<file path="config.mk">
export PLATFORM = sky130hd
export DESIGN_NAME = mem_port_arbiter_flat
export DESIGN_NICKNAME = d
export VERILOG_FILES = /design/src/rtl/mem_port_arbiter_if.sv /design/src/rtl/mem_port_arbiter.sv /design/src/flat_wrapper.sv
export SDC_FILE = /design/constraint.sdc
export NUM_CORES = 1
export LEC_CHECK = 0
export CORE_ASPECT_RATIO = 1.5
export CORE_MARGIN = 2
export CORE_UTILIZATION = 32
export DETAILED_ROUTE_END_ITERATION = 8
export DONT_BUFFER_PORTS = 1
export GPL_ROUTABILITY_DRIVEN = 0
export PLACE_DENSITY = 0.49
export SYNTH_ARGS = -nofsm -noshare
export SYNTH_HDL_FRONTEND = slang
export SYNTH_SLANG_ARGS = --single-unit
</file>
<file path="constraint.sdc">
create_clock -name clk_in -period 2.8 [get_ports clk_in]
set_input_delay 0.28 -clock clk_in [delete_from_list [all_inputs] [get_ports clk_in]]
set_output_delay 0.28 -clock clk_in [all_outputs]
set_load 0.03 [all_outputs]
</file>
<file path="src/rtl/mem_port_arbiter_if.sv">
`default_nettype none
// ============================================================================
// Module   : mem_port_arbiter_if
// Purpose  : Bundle of the byte-wide RAM port, the instruction-fetch port and
//            the load/store port that meet at the memory port arbiter.
// Revision : 1.0 - initial release
// ============================================================================
interface mem_port_arbiter_if;
  // RAM side: one byte per cycle
  logic        mem_wr;
  logic [31:0] mem_a;
  logic [7:0]  mem_dout;
  logic [7:0]  mem_din;

  // instruction fetch side: always a 32-bit word
  logic        if_req;
  logic [31:0] if_addr;
  logic        if_done;
  logic [31:0] if_data;

  // load/store side: byte, half or word, read or write
  logic        ls_req;
  logic        ls_wr;
  logic [1:0]  ls_size;
  logic [31:0] ls_addr;
  logic [31:0] ls_wdata;
  logic        ls_done;
  logic [31:0] ls_rdata;

  // the arbiter itself
  modport slave (
    output mem_wr, mem_a, mem_dout, if_done, if_data, ls_done, ls_rdata,
    input  mem_din, if_req, if_addr, ls_req, ls_wr, ls_size, ls_addr, ls_wdata
  );

  // the clients and the RAM seen from outside the arbiter
  modport master (
    input  mem_wr, mem_a, mem_dout, if_done, if_data, ls_done, ls_rdata,
    output mem_din, if_req, if_addr, ls_req, ls_wr, ls_size, ls_addr, ls_wdata
  );
endinterface
`default_nettype wire

</file>
<file path="src/rtl/mem_port_arbiter.sv">
`default_nettype none
// ============================================================================
// Module   : mem_port_arbiter
// Purpose  : Shares one byte-wide RAM port between instruction fetch and the
//            load/store unit. Multi-byte accesses are serialised one byte per
//            cycle; LSU has priority but fetch is guaranteed a slot after two
//            consecutive contested LSU grants. A one-cycle cool-down separates
//            transactions.
// Revision : 1.0 - initial release
// ============================================================================
module mem_port_arbiter (
  input  wire logic         clk_in,
  input  wire logic         rst_in,
  input  wire logic         rdy_in,
  input  wire logic         flush_in,
  mem_port_arbiter_if.slave bus
);

  typedef enum logic [1:0] {
    ST_IDLE = 2'd0,
    ST_BUSY = 2'd1,
    ST_COOL = 2'd2
  } state_t;

  localparam logic c_OWN_FETCH = 1'b0;
  localparam logic c_OWN_LSU   = 1'b1;

  // registered state
  state_t      r_state;
  logic        r_owner;
  logic [1:0]  r_cnt;
  logic [1:0]  r_last;
  logic [1:0]  r_streak;
  logic [31:0] r_addr;
  logic        r_wr;
  logic [31:0] r_wdata;
  logic [31:0] r_result;
  logic        r_mem_wr;
  logic [31:0] r_mem_a;
  logic [7:0]  r_mem_dout;
  logic        r_if_done;
  logic        r_ls_done;
  logic [31:0] r_if_data;
  logic [31:0] r_ls_rdata;

  // next-state values
  state_t      w_state;
  logic        w_owner;
  logic [1:0]  w_cnt;
  logic [1:0]  w_last;
  logic [1:0]  w_streak;
  logic [31:0] w_addr;
  logic        w_wr;
  logic [31:0] w_wdata;
  logic [31:0] w_result;
  logic        w_mem_wr;
  logic [31:0] w_mem_a;
  logic [7:0]  w_mem_dout;
  logic        w_if_done;
  logic        w_ls_done;
  logic [31:0] w_if_data;
  logic [31:0] w_ls_rdata;

  // helpers
  logic        w_grant_ls;
  logic        w_grant_if;
  logic [1:0]  w_cnt_inc;
  logic [4:0]  w_lane_sh;
  logic [31:0] w_captured;
  logic [7:0]  w_wbyte;

  // Next-state and output decode: arbitration, byte sequencing, flush abort
  always_comb begin
    w_state    = r_state;
    w_owner    = r_owner;
    w_cnt      = r_cnt;
    w_last     = r_last;
    w_streak   = r_streak;
    w_addr     = r_addr;
    w_wr       = r_wr;
    w_wdata    = r_wdata;
    w_result   = r_result;
    w_mem_wr   = r_mem_wr;
    w_mem_a    = r_mem_a;
    w_mem_dout = r_mem_dout;
    w_if_done  = 1'b0;
    w_ls_done  = 1'b0;
    w_if_data  = r_if_data;
    w_ls_rdata = r_ls_rdata;
    w_grant_ls = 1'b0;
    w_grant_if = 1'b0;

    // mem_din belongs to the address driven since the previous edge (lane r_cnt)
    w_cnt_inc  = r_cnt + 2'd1;
    w_lane_sh  = {r_cnt, 3'b000};
    w_captured = (r_result & ~(32'h0000_00FF << w_lane_sh))
               | ({24'h00_0000, bus.mem_din} << w_lane_sh);

    case (w_cnt_inc)
      2'd0:    w_wbyte = r_wdata[7:0];
      2'd1:    w_wbyte = r_wdata[15:8];
      2'd2:    w_wbyte = r_wdata[23:16];
      default: w_wbyte = r_wdata[31:24];
    endcase

    case (r_state)
      ST_IDLE: begin
        // LSU wins unless it has already taken two contested grants in a row
        w_grant_ls = bus.ls_req && !((r_streak == 2'd2) && bus.if_req);
        w_grant_if = !w_grant_ls && bus.if_req;
        if (!flush_in && w_grant_ls) begin
          w_state    = ST_BUSY;
          w_owner    = c_OWN_LSU;
          w_cnt      = 2'd0;
          w_addr     = bus.ls_addr;
          w_wr       = bus.ls_wr;
          w_wdata    = bus.ls_wdata;
          w_result   = 32'h0;
          w_mem_a    = bus.ls_addr;
          w_mem_wr   = bus.ls_wr;
          if (bus.ls_wr) begin
            w_mem_dout = bus.ls_wdata[7:0];
          end
          case (bus.ls_size)
            2'd0:    w_last = 2'd0;
            2'd1:    w_last = 2'd1;
            default: w_last = 2'd3;
          endcase
          if (bus.if_req) begin
            w_streak = (r_streak == 2'd2) ? 2'd2 : r_streak + 2'd1;
          end else begin
            w_streak = 2'd0;
          end
        end else if (!flush_in && w_grant_if) begin
          w_state  = ST_BUSY;
          w_owner  = c_OWN_FETCH;
          w_cnt    = 2'd0;
          w_last   = 2'd3;
          w_addr   = bus.if_addr;
          w_wr     = 1'b0;
          w_result = 32'h0;
          w_mem_a  = bus.if_addr;
          w_mem_wr = 1'b0;
          w_streak = 2'd0;
        end
      end

      ST_BUSY: begin
        if (flush_in && !r_wr) begin
          // reads are speculative and can be dropped; writes must complete
          w_state  = ST_IDLE;
          w_cnt    = 2'd0;
          w_mem_a  = 32'h0;
          w_mem_wr = 1'b0;
        end else if (r_cnt == r_last) begin
          w_state  = ST_COOL;
          w_cnt    = 2'd0;
          w_mem_a  = 32'h0;
          w_mem_wr = 1'b0;
          if (!r_wr) begin
            w_result = w_captured;
          end
          if (r_owner == c_OWN_LSU) begin
            w_ls_done = 1'b1;
            if (!r_wr) begin
              w_ls_rdata = w_captured;
            end
          end else begin
            w_if_done = 1'b1;
            w_if_data = w_captured;
          end
        end else begin
          w_cnt   = w_cnt_inc;
          w_mem_a = r_addr + {30'h0, w_cnt_inc};
          if (r_wr) begin
            w_mem_dout = w_wbyte;
          end else begin
            w_result = w_captured;
          end
        end
      end

      ST_COOL: begin
        w_state = ST_IDLE;
      end

      default: begin
        w_state = ST_IDLE;
      end
    endcase
  end

  // State register: reset overrides everything, low ready freezes everything
  always_ff @(posedge clk_in) begin
    if (rst_in) begin
      r_state    <= ST_IDLE;
      r_owner    <= c_OWN_FETCH;
      r_cnt      <= 2'd0;
      r_last     <= 2'd0;
      r_streak   <= 2'd0;
      r_addr     <= 32'h0;
      r_wr       <= 1'b0;
      r_wdata    <= 32'h0;
      r_result   <= 32'h0;
      r_mem_wr   <= 1'b0;
      r_mem_a    <= 32'h0;
      r_mem_dout <= 8'h0;
      r_if_done  <= 1'b0;
      r_ls_done  <= 1'b0;
      r_if_data  <= 32'h0;
      r_ls_rdata <= 32'h0;
    end else if (rdy_in) begin
      r_state    <= w_state;
      r_owner    <= w_owner;
      r_cnt      <= w_cnt;
      r_last     <= w_last;
      r_streak   <= w_streak;
      r_addr     <= w_addr;
      r_wr       <= w_wr;
      r_wdata    <= w_wdata;
      r_result   <= w_result;
      r_mem_wr   <= w_mem_wr;
      r_mem_a    <= w_mem_a;
      r_mem_dout <= w_mem_dout;
      r_if_done  <= w_if_done;
      r_ls_done  <= w_ls_done;
      r_if_data  <= w_if_data;
      r_ls_rdata <= w_ls_rdata;
    end
  end

  assign bus.mem_wr   = r_mem_wr;
  assign bus.mem_a    = r_mem_a;
  assign bus.mem_dout = r_mem_dout;
  assign bus.if_done  = r_if_done;
  assign bus.if_data  = r_if_data;
  assign bus.ls_done  = r_ls_done;
  assign bus.ls_rdata = r_ls_rdata;

endmodule
`default_nettype wire

</file>
<file path="src/flat_wrapper.sv">
// flat-port wrapper written by rule: the top's interface ports become plain ports
module mem_port_arbiter_flat 
  (clk_in, rst_in, rdy_in, flush_in, bus_mem_wr, bus_mem_a, bus_mem_dout, bus_if_done, bus_if_data, bus_ls_done, bus_ls_rdata, bus_mem_din, bus_if_req, bus_if_addr, bus_ls_req, bus_ls_wr, bus_ls_size, bus_ls_addr, bus_ls_wdata);
  mem_port_arbiter_if bus_i ();
  input  wire logic clk_in;
  input  wire logic rst_in;
  input  wire logic rdy_in;
  input  wire logic flush_in;
  output wire logic [$bits(bus_i.mem_wr)-1:0] bus_mem_wr;
  output wire logic [$bits(bus_i.mem_a)-1:0] bus_mem_a;
  output wire logic [$bits(bus_i.mem_dout)-1:0] bus_mem_dout;
  output wire logic [$bits(bus_i.if_done)-1:0] bus_if_done;
  output wire logic [$bits(bus_i.if_data)-1:0] bus_if_data;
  output wire logic [$bits(bus_i.ls_done)-1:0] bus_ls_done;
  output wire logic [$bits(bus_i.ls_rdata)-1:0] bus_ls_rdata;
  input wire logic [$bits(bus_i.mem_din)-1:0] bus_mem_din;
  input wire logic [$bits(bus_i.if_req)-1:0] bus_if_req;
  input wire logic [$bits(bus_i.if_addr)-1:0] bus_if_addr;
  input wire logic [$bits(bus_i.ls_req)-1:0] bus_ls_req;
  input wire logic [$bits(bus_i.ls_wr)-1:0] bus_ls_wr;
  input wire logic [$bits(bus_i.ls_size)-1:0] bus_ls_size;
  input wire logic [$bits(bus_i.ls_addr)-1:0] bus_ls_addr;
  input wire logic [$bits(bus_i.ls_wdata)-1:0] bus_ls_wdata;
  assign bus_mem_wr = bus_i.mem_wr;
  assign bus_mem_a = bus_i.mem_a;
  assign bus_mem_dout = bus_i.mem_dout;
  assign bus_if_done = bus_i.if_done;
  assign bus_if_data = bus_i.if_data;
  assign bus_ls_done = bus_i.ls_done;
  assign bus_ls_rdata = bus_i.ls_rdata;
  assign bus_i.mem_din = bus_mem_din;
  assign bus_i.if_req = bus_if_req;
  assign bus_i.if_addr = bus_if_addr;
  assign bus_i.ls_req = bus_ls_req;
  assign bus_i.ls_wr = bus_ls_wr;
  assign bus_i.ls_size = bus_ls_size;
  assign bus_i.ls_addr = bus_ls_addr;
  assign bus_i.ls_wdata = bus_ls_wdata;
  mem_port_arbiter u_core (.clk_in(clk_in), .rst_in(rst_in), .rdy_in(rdy_in), .flush_in(flush_in), .bus(bus_i));
endmodule
</file>
==> implementation parameters, run 1 <==
Parameter                              Value

Worst setup path
  Largest fanout on the critical path    6
  Critical Path Start    u_core.r_cnt[0]
  Critical R2R Launch    u_core.r_cnt[0]
  Arrival time worst endpoint    3.06 ns
  Kind of launch point of the worst setup path    flop
  WP data required    3.20 ns
  Element type at the critical path end    flop
  Critical setup path kind    reg -> reg

Clocking
  Clock-pin slew of the registers on the worst-case setup and hold paths    0.06 ns
  Number of clock sinks    213
  Later-pin clock latency in the skew report    0.51 ns
  Post-CTS Repair Setup Buffers    0
  TritonCTS clock tree    done
  Root cell of the clock tree    sky130_fd_sc_hd__clkbuf_16
  Largest buffer count on any clock path    3
  Depth of the CTS H-tree    1
  Number of buffers inserted during clock tree synthesis    23

Timing
  Crit share post-route    0.950
  Worst Slack Setup Final    0.140 ns
  Count of endpoints failing setup in the final report    0
  Setup repair after global routing missed its margin    no
  Post-route setup TNS    0 ns
  Highest attainable clock frequency    376 MHz
  Final number of hold-violating endpoints    0
  Max-slew violations    0
  Hold_ws    0.0693 ns
  Worst slew margin relative to its limit    0.377
  Minimum clock period after layout    2.66 ns
  Skew final    0.0102 ns
  Actual slew at the worst max-slew pin    0.929 ns

Yosys
  Area of the mapped netlist    0.00956 sq mm
  Post-synth net total    1258
  Mean Syn Cell Area    8.43 sq um
  Number of synthesized register bits    213
  Share of the yosys chip area belonging to registers    0.446
  Synthesis Warnings    0
  Post-synth cell types    55
  Number of flops mapped to enable cells by yosys    0
  Number of instances in the synthesized netlist    1133
  Main flop type after synthesis    sky130_fd_sc_hd__dfxtp_1
  Async set-reset flop share out of synthesis    0

Detailed routing
  Routed wl met2    14700 um
  Drt initial violations    406
  DR vias    8376
  Highest metal used    met4
  Met3 wire length    1890 um
  Average via count per standard cell    5.24
  Routed WL per cell    18.6 um
  Final routed DRC violation total    0
  Antenna violation net count after detailed routing    0
  M1 WL    12300 um
  Wirelength, routed    29700 um
  Total iterations of the first detailed-routing run    8

Global routing
  Number of antenna violations at the first check in global routing    0
  Overall fraction of global-route tracks in use    0.183
  Maximum number of pins on one net before global-route repair    143
  Grt total ovfl    0
  Number of global-route vias before repair    7816
  Wire length of the first global-routing pass    46100 um

Die
  Floorplan die width    145 um
  Count of standard-cell rows    77
  Die height    216 um
  DIE AREA    0.0313 sq mm
  Initial core utilization    0.324
  Ports    220
  Placeable core area    0.0295 sq mm

Power
  Power per standard cell area    618 mW/mm^2
  Peak supply drop    0.373 mV
  Static Leakage    0.00400 uW

Finish
  End-of-flow core utilization    0.397
  Count of antenna diodes in the layout    0
  Leading cell type in the layout, fill and taps excluded    sky130_fd_sc_hd__dfxtp_1
  Area delta synth->final    22.5%
  Nets@finish    1312
  Proportion of layout cells with a drive suffix above 1    0.0774
  Commonest non-fill, non-tap cells in the layout    sky130_fd_sc_hd__dfxtp_1 (213), sky130_fd_sc_hd__nor2_1 (156), sky130_fd_sc_hd__nand2_1 (126)
  Final Cell Area    0.0117 sq mm

Min path
  Kind of path behind the tightest hold check    in -> reg
  Worst hold start    bus_mem_din[2]

Job
  Max-cap check violation count    0

Status
  Status    finished, final reports clean

Placement
  Placed standard-cell area    0.00991 sq mm
  Post-placement worst setup slack    0.198 ns
  Input/output buffers    0
  DP Wirelength    19400 um
==> routing by layer <==
metal | global-route usage | vias up
met5 | 0 | -
met4 | 0.0595 | 0
met3 | 0.0408 | 49
met2 | 0.317 | 232
met1 | 0.224 | 3935
li1 | - | 4160
==> where the power goes <==
part           internal, uW  switching (uW)  leakage (uW)
sequential             3140             203       0.00173
combinational           259             320       0.00187
clock                  2030            1280      0.000401
total                  5420            1810       0.00400
==> flip-flops by register name (all words and copies together), names as in the netlist, 8 cells and up <==
signal / count
u_core.bus.if_data: 32
u_core.bus.ls_rdata: 32
u_core.bus.mem_a: 32
u_core.bus.mem_dout: 8
u_core.r_addr: 32
u_core.r_result: 32
u_core.r_wdata: 32
==> repair_timing <==
action / in CTS / in global routing
hold buffers: 96 / 0
endpoints found under the setup margin: 0 / 5
endpoints found under the hold margin: 213 / 0
resized for setup: 0 / 2
==> path summary, 6_finish.rpt <==
check                      endpoint  slack [ns]  cells past startpoint
max             u_core.bus.mem_a[7]        0.14                      9
max reg2reg     u_core.bus.mem_a[7]        0.14                      9
min          u_core.bus.if_data[18]        0.07                      2
min reg2reg     u_core.r_result[13]        0.45                      2
==> kinds of logic (layout without fill, tap and decap cells) <==
kind of cell	count (synthesis)	after routing	synth area share
compound gates	327	327	0.234
xor+xnor	16	16	0.0162
fa+ha+maj	12	12	0.0165
buf+inv	105	174	0.0477
flops	213	213	0.446
mux	32	32	0.0335
simple gates	428	428	0.206
==> critical path, stage by stage, from the launching register on <==
cell and delay [ns]:
sky130_fd_sc_hd__dfxtp_1 0.33, sky130_fd_sc_hd__inv_1 0.12, sky130_fd_sc_hd__ha_1 0.36, sky130_fd_sc_hd__ha_1 0.30, sky130_fd_sc_hd__a21o_4 0.25, sky130_fd_sc_hd__nand3_1 0.16
sky130_fd_sc_hd__xor2_1 0.24, sky130_fd_sc_hd__o221a_2 0.23, sky130_fd_sc_hd__nor3_1 0.04, sky130_fd_sc_hd__dlygate4sd3_1 0.54
==> cell type report <==
| cell class | instances | area (sq um) |
|---|---|---|
| Fill cell | 3060 | 17800 |
| Multi-Input combinational cell | 815 | 4890 |
| Clock inverter | 9 | 148 |
| Tap cell | 395 | 494 |
| Timing Repair Buffer | 120 | 1200 |
| Inverter | 14 | 52.6 |
| Sequential cell | 213 | 4260 |
| Clock buffer | 31 | 666 |
==> through the flow <==
stage / power (uW) / cells
detailed placement: 3860 / 1461
finish: 7230 / 1597
CTS: 7340 / 1597
global route: 7510 / 1597
global placement: 3850 / 1461
floorplan: 3760 / 1133
==> Yosys cell counts (10+ instances only) <==
master | instances | area share
sky130_fd_sc_hd__a21oi_1 | 109 | 0.057
sky130_fd_sc_hd__o21a_1 | 18 | 0.014
sky130_fd_sc_hd__o221a_2 | 12 | 0.014
sky130_fd_sc_hd__o31a_1 | 11 | 0.010
sky130_fd_sc_hd__nand4_1 | 10 | 0.0065
sky130_fd_sc_hd__mux2i_1 | 32 | 0.034
sky130_fd_sc_hd__nor2_1 | 156 | 0.061
sky130_fd_sc_hd__or3_1 | 25 | 0.016
sky130_fd_sc_hd__buf_2 | 21 | 0.011
sky130_fd_sc_hd__nor2b_1 | 34 | 0.022
sky130_fd_sc_hd__nand2_1 | 127 | 0.050
sky130_fd_sc_hd__xor2_1 | 11 | 0.010
sky130_fd_sc_hd__inv_1 | 14 | 0.0055
sky130_fd_sc_hd__dfxtp_1 | 213 | 0.45
sky130_fd_sc_hd__clkbuf_1 | 59 | 0.023
sky130_fd_sc_hd__nor3_1 | 27 | 0.014
sky130_fd_sc_hd__o21ai_0 | 25 | 0.013
sky130_fd_sc_hd__a211oi_1 | 111 | 0.087
sky130_fd_sc_hd__nor4_1 | 11 | 0.0072
sky130_fd_sc_hd__ha_1 | 11 | 0.014
sky130_fd_sc_hd__nand3_1 | 11 | 0.0058
Power figures use the tool's default switching activity.
==> run 2, diff against run 1 <==
Settings changed: CORE_MARGIN 2 to 1.5, PLACE_DENSITY 0.49 to 0.48.
Clock period 2.8 ns to 3.3 ns, I/O delays scaled along.
==> run 2 against run 1 <==
Compared with the run above: worst setup slack improved by 0.13 ns; die area fell by 1.1%; total power is 17% lower; critical path depth stayed put; wire length is 2.2% lower; global-route usage is 0.35 points higher; clock skew up 0.0066 ns; sequential power down 15%; via count fell by 2.4%; core utilization shrank 0.84 points; combinational power fell by 13%; critical path type unchanged.
==> implementation parameters, run 2 (same netlist as run 1, synthesis figures left out) <==
Parameter                              Value

Die
  Initial core utilization    0.324 (unchanged)
  Die height    215 um (was 216 um)
  Ports    220 (unchanged)
  DIE AREA    0.0309 sq mm (was 0.0313 sq mm)
  Placeable core area    0.0295 sq mm (unchanged)
  Count of standard-cell rows    77 (unchanged)
  Floorplan die width    144 um (was 145 um)

Placement
  Post-placement worst setup slack    0.397 ns (was 0.198 ns)
  Total placed cells including tap cells    1454 (was 1461)
  DP Wirelength    19100 um (was 19400 um)
  Placed standard-cell area    0.00984 sq mm (was 0.00991 sq mm)
  Input/output buffers    0 (unchanged)

Clocking
  Largest buffer count on any clock path    3 (unchanged)
  Root cell of the clock tree    sky130_fd_sc_hd__clkbuf_16 (unchanged)
  Number of clock sinks    213 (unchanged)
  Later-pin clock latency in the skew report    0.53 ns (was 0.51 ns)
  Number of buffers inserted during clock tree synthesis    24 (was 23)
  Post-CTS Repair Setup Buffers    0 (unchanged)
  Clock-pin slew of the registers on the worst-case setup and hold paths    0.06 ns (about the same)
  Depth of the CTS H-tree    1 (unchanged)
  TritonCTS clock tree    done (unchanged)

Worst setup path
  Most repeated library cell on the critical path    sky130_fd_sc_hd__ha_1 (unchanged)
  Kind of launch point of the worst setup path    flop (unchanged)
  Critical setup path kind    reg -> reg (unchanged)
  Element type at the critical path end    flop (unchanged)
  Delay of the slowest critical-path stage    0.57 ns (was 0.54 ns)
  Cell with the biggest individual delay on the critical path    sky130_fd_sc_hd__dlygate4sd3_1 (unchanged)
  Crit path cell chain    inv_1 > ha_1 > ha_1 > a21o_1 > nand4_1 > nor4_1 > o21ai_0 > a211oi_1 > dlygate4sd3_1 (was inv_1 > ha_1 > ha_1 > a21o_4 > nand3_1 > xor2_1 > o221a_2 > nor3_1 > dlygate4sd3_1)
  WP data required    3.77 ns (was 3.20 ns)
  Largest fanout on the critical path    7 (was 6)
  Arrival time worst endpoint    3.51 ns (was 3.06 ns)

Power
  Peak supply drop    0.316 mV (was 0.373 mV)
  Power per standard cell area    523 mW/mm^2 (was 618 mW/mm^2)
  Static Leakage    0.00382 uW (was 0.00400 uW)

Status
  Status    finished, final reports clean (unchanged)

Timing
  Highest attainable clock frequency    330 MHz (was 376 MHz)
  Actual slew at the worst max-slew pin    1.08 ns (was 0.929 ns)
  Count of endpoints failing setup in the final report    0 (unchanged)
  Setup repair after global routing missed its margin    no (unchanged)
  Skew final    0.0168 ns (was 0.0102 ns)
  Post-route setup TNS    0 ns (unchanged)
  Worst slew margin relative to its limit    0.278 (was 0.377)
  Crit share post-route    0.919 (was 0.950)
  Minimum clock period after layout    3.03 ns (was 2.66 ns)
  Max-slew violations    0 (unchanged)
  Worst Slack Setup Final    0.267 ns (was 0.140 ns)
  Final number of hold-violating endpoints    0 (unchanged)

Detailed routing
  Total iterations of the first detailed-routing run    4 (was 8)
  DR vias    8173 (was 8376)
  Wirelength, routed    29000 um (was 29700 um)
  Average via count per standard cell    5.18 (was 5.24)
  Routed WL per cell    18.4 um (was 18.6 um)
  Antenna violation net count after detailed routing    0 (unchanged)
  Final routed DRC violation total    0 (unchanged)
  Drt initial violations    415 (was 406)

Finish
  Non-Filler Instances    1578 (was 1597)
  Filler cell count in the final layout    3067 (was 3060)
  Nets@finish    1292 (was 1312)
  Leading cell type in the layout, fill and taps excluded    sky130_fd_sc_hd__dfxtp_1 (unchanged)
  Area delta synth->final    19.9% (was 22.5%)
  Proportion of layout cells with a drive suffix above 1    0.0727 (was 0.0774)
  Commonest non-fill, non-tap cells in the layout    sky130_fd_sc_hd__dfxtp_1 (213), sky130_fd_sc_hd__nor2_1 (156), sky130_fd_sc_hd__nand2_1 (127) (was sky130_fd_sc_hd__dfxtp_1 (213), sky130_fd_sc_hd__nor2_1 (156), sky130_fd_sc_hd__nand2_1 (126))
  Count of antenna diodes in the layout    0 (unchanged)
  Final Cell Area    0.0115 sq mm (was 0.0117 sq mm)
  End-of-flow core utilization    0.389 (was 0.397)

Global routing
  Number of antenna violations at the first check in global routing    0 (unchanged)
  Wire length of the first global-routing pass    45300 um (was 46100 um)
  Number of global-route vias before repair    7722 (was 7816)
  Overall fraction of global-route tracks in use    0.186 (was 0.183)
  Maximum number of pins on one net before global-route repair    170 (was 143)
  Grt total ovfl    0 (unchanged)

Job
  Max-cap check violation count    0 (unchanged)

Min path
  Kind of path behind the tightest hold check    in -> reg (unchanged)
-- run 2: path summary, 6_finish.rpt --
kind / from / end / slack, ns / cells past startpoint
setup / recovery: u_core.r_cnt[0] / u_core.bus.mem_a[19] / 0.27 / 9
setup reg to reg: u_core.r_cnt[0] / u_core.bus.mem_a[19] / 0.27 / 9
hold / removal: rdy_in / u_core.bus.ls_done / 0.08 / 3
hold reg to reg: u_core.r_result[28] / u_core.r_result[28] / 0.44 / 2
-- run 2: power breakdown --
part	total, uW	internal (uW)	switching, uW
Combinational	503	227	277
Clock	2660	1570	1090
Sequential	2830	2660	171
Total	5990	4450	1540
-- run 2: repair_timing --
| item | in CTS | in global routing |
|---|---|---|
| hold endpoints to repair | 212 | 0 |
| hold buffers | 82 | 0 |
| endpoints found under the setup margin | 0 | 3 |
| gates resized for setup | 0 | 2 |
-- run 2: cell type report --
type	instances	area, sq um	area share
repair buffers	99	991	0.0865
clock inverters	8	65.1	0.00568
multi-input cells	815	4880	0.426
clock buffers	34	709	0.0619
flip-flops and latches	213	4260	0.372
inverters	14	52.6	0.00459
well taps	395	494	0.0431
-- run 2: metrics by stage --
| step | power, uW | hold WS (ns) |
|---|---|---|
| floorplan | 3190 | 0.427 |
| global route | 6250 | 0.0997 |
| detailed placement | 3270 | 0.424 |
| global placement | 3260 | 0.423 |
| finish | 5990 | 0.0801 |
| CTS | 6080 | 0.0713 |
-- run 2: worst max-delay path, delay by kind of cell (launching register included) --
kind / cells / cell delay (ns)
compound gates: 3 / 0.63
fa+ha+maj: 2 / 0.65
buf+inv: 2 / 0.68
flops: 1 / 0.32
simple gates: 2 / 0.71
-- run 2: layer usage --
metal | track usage | part of all wire
met1 | 0.225 | 0.41
met2 | 0.326 | 0.50
met3 | 0.0413 | 0.069
met4 | 0.0517 | 0.018
met5 | 0 | 0
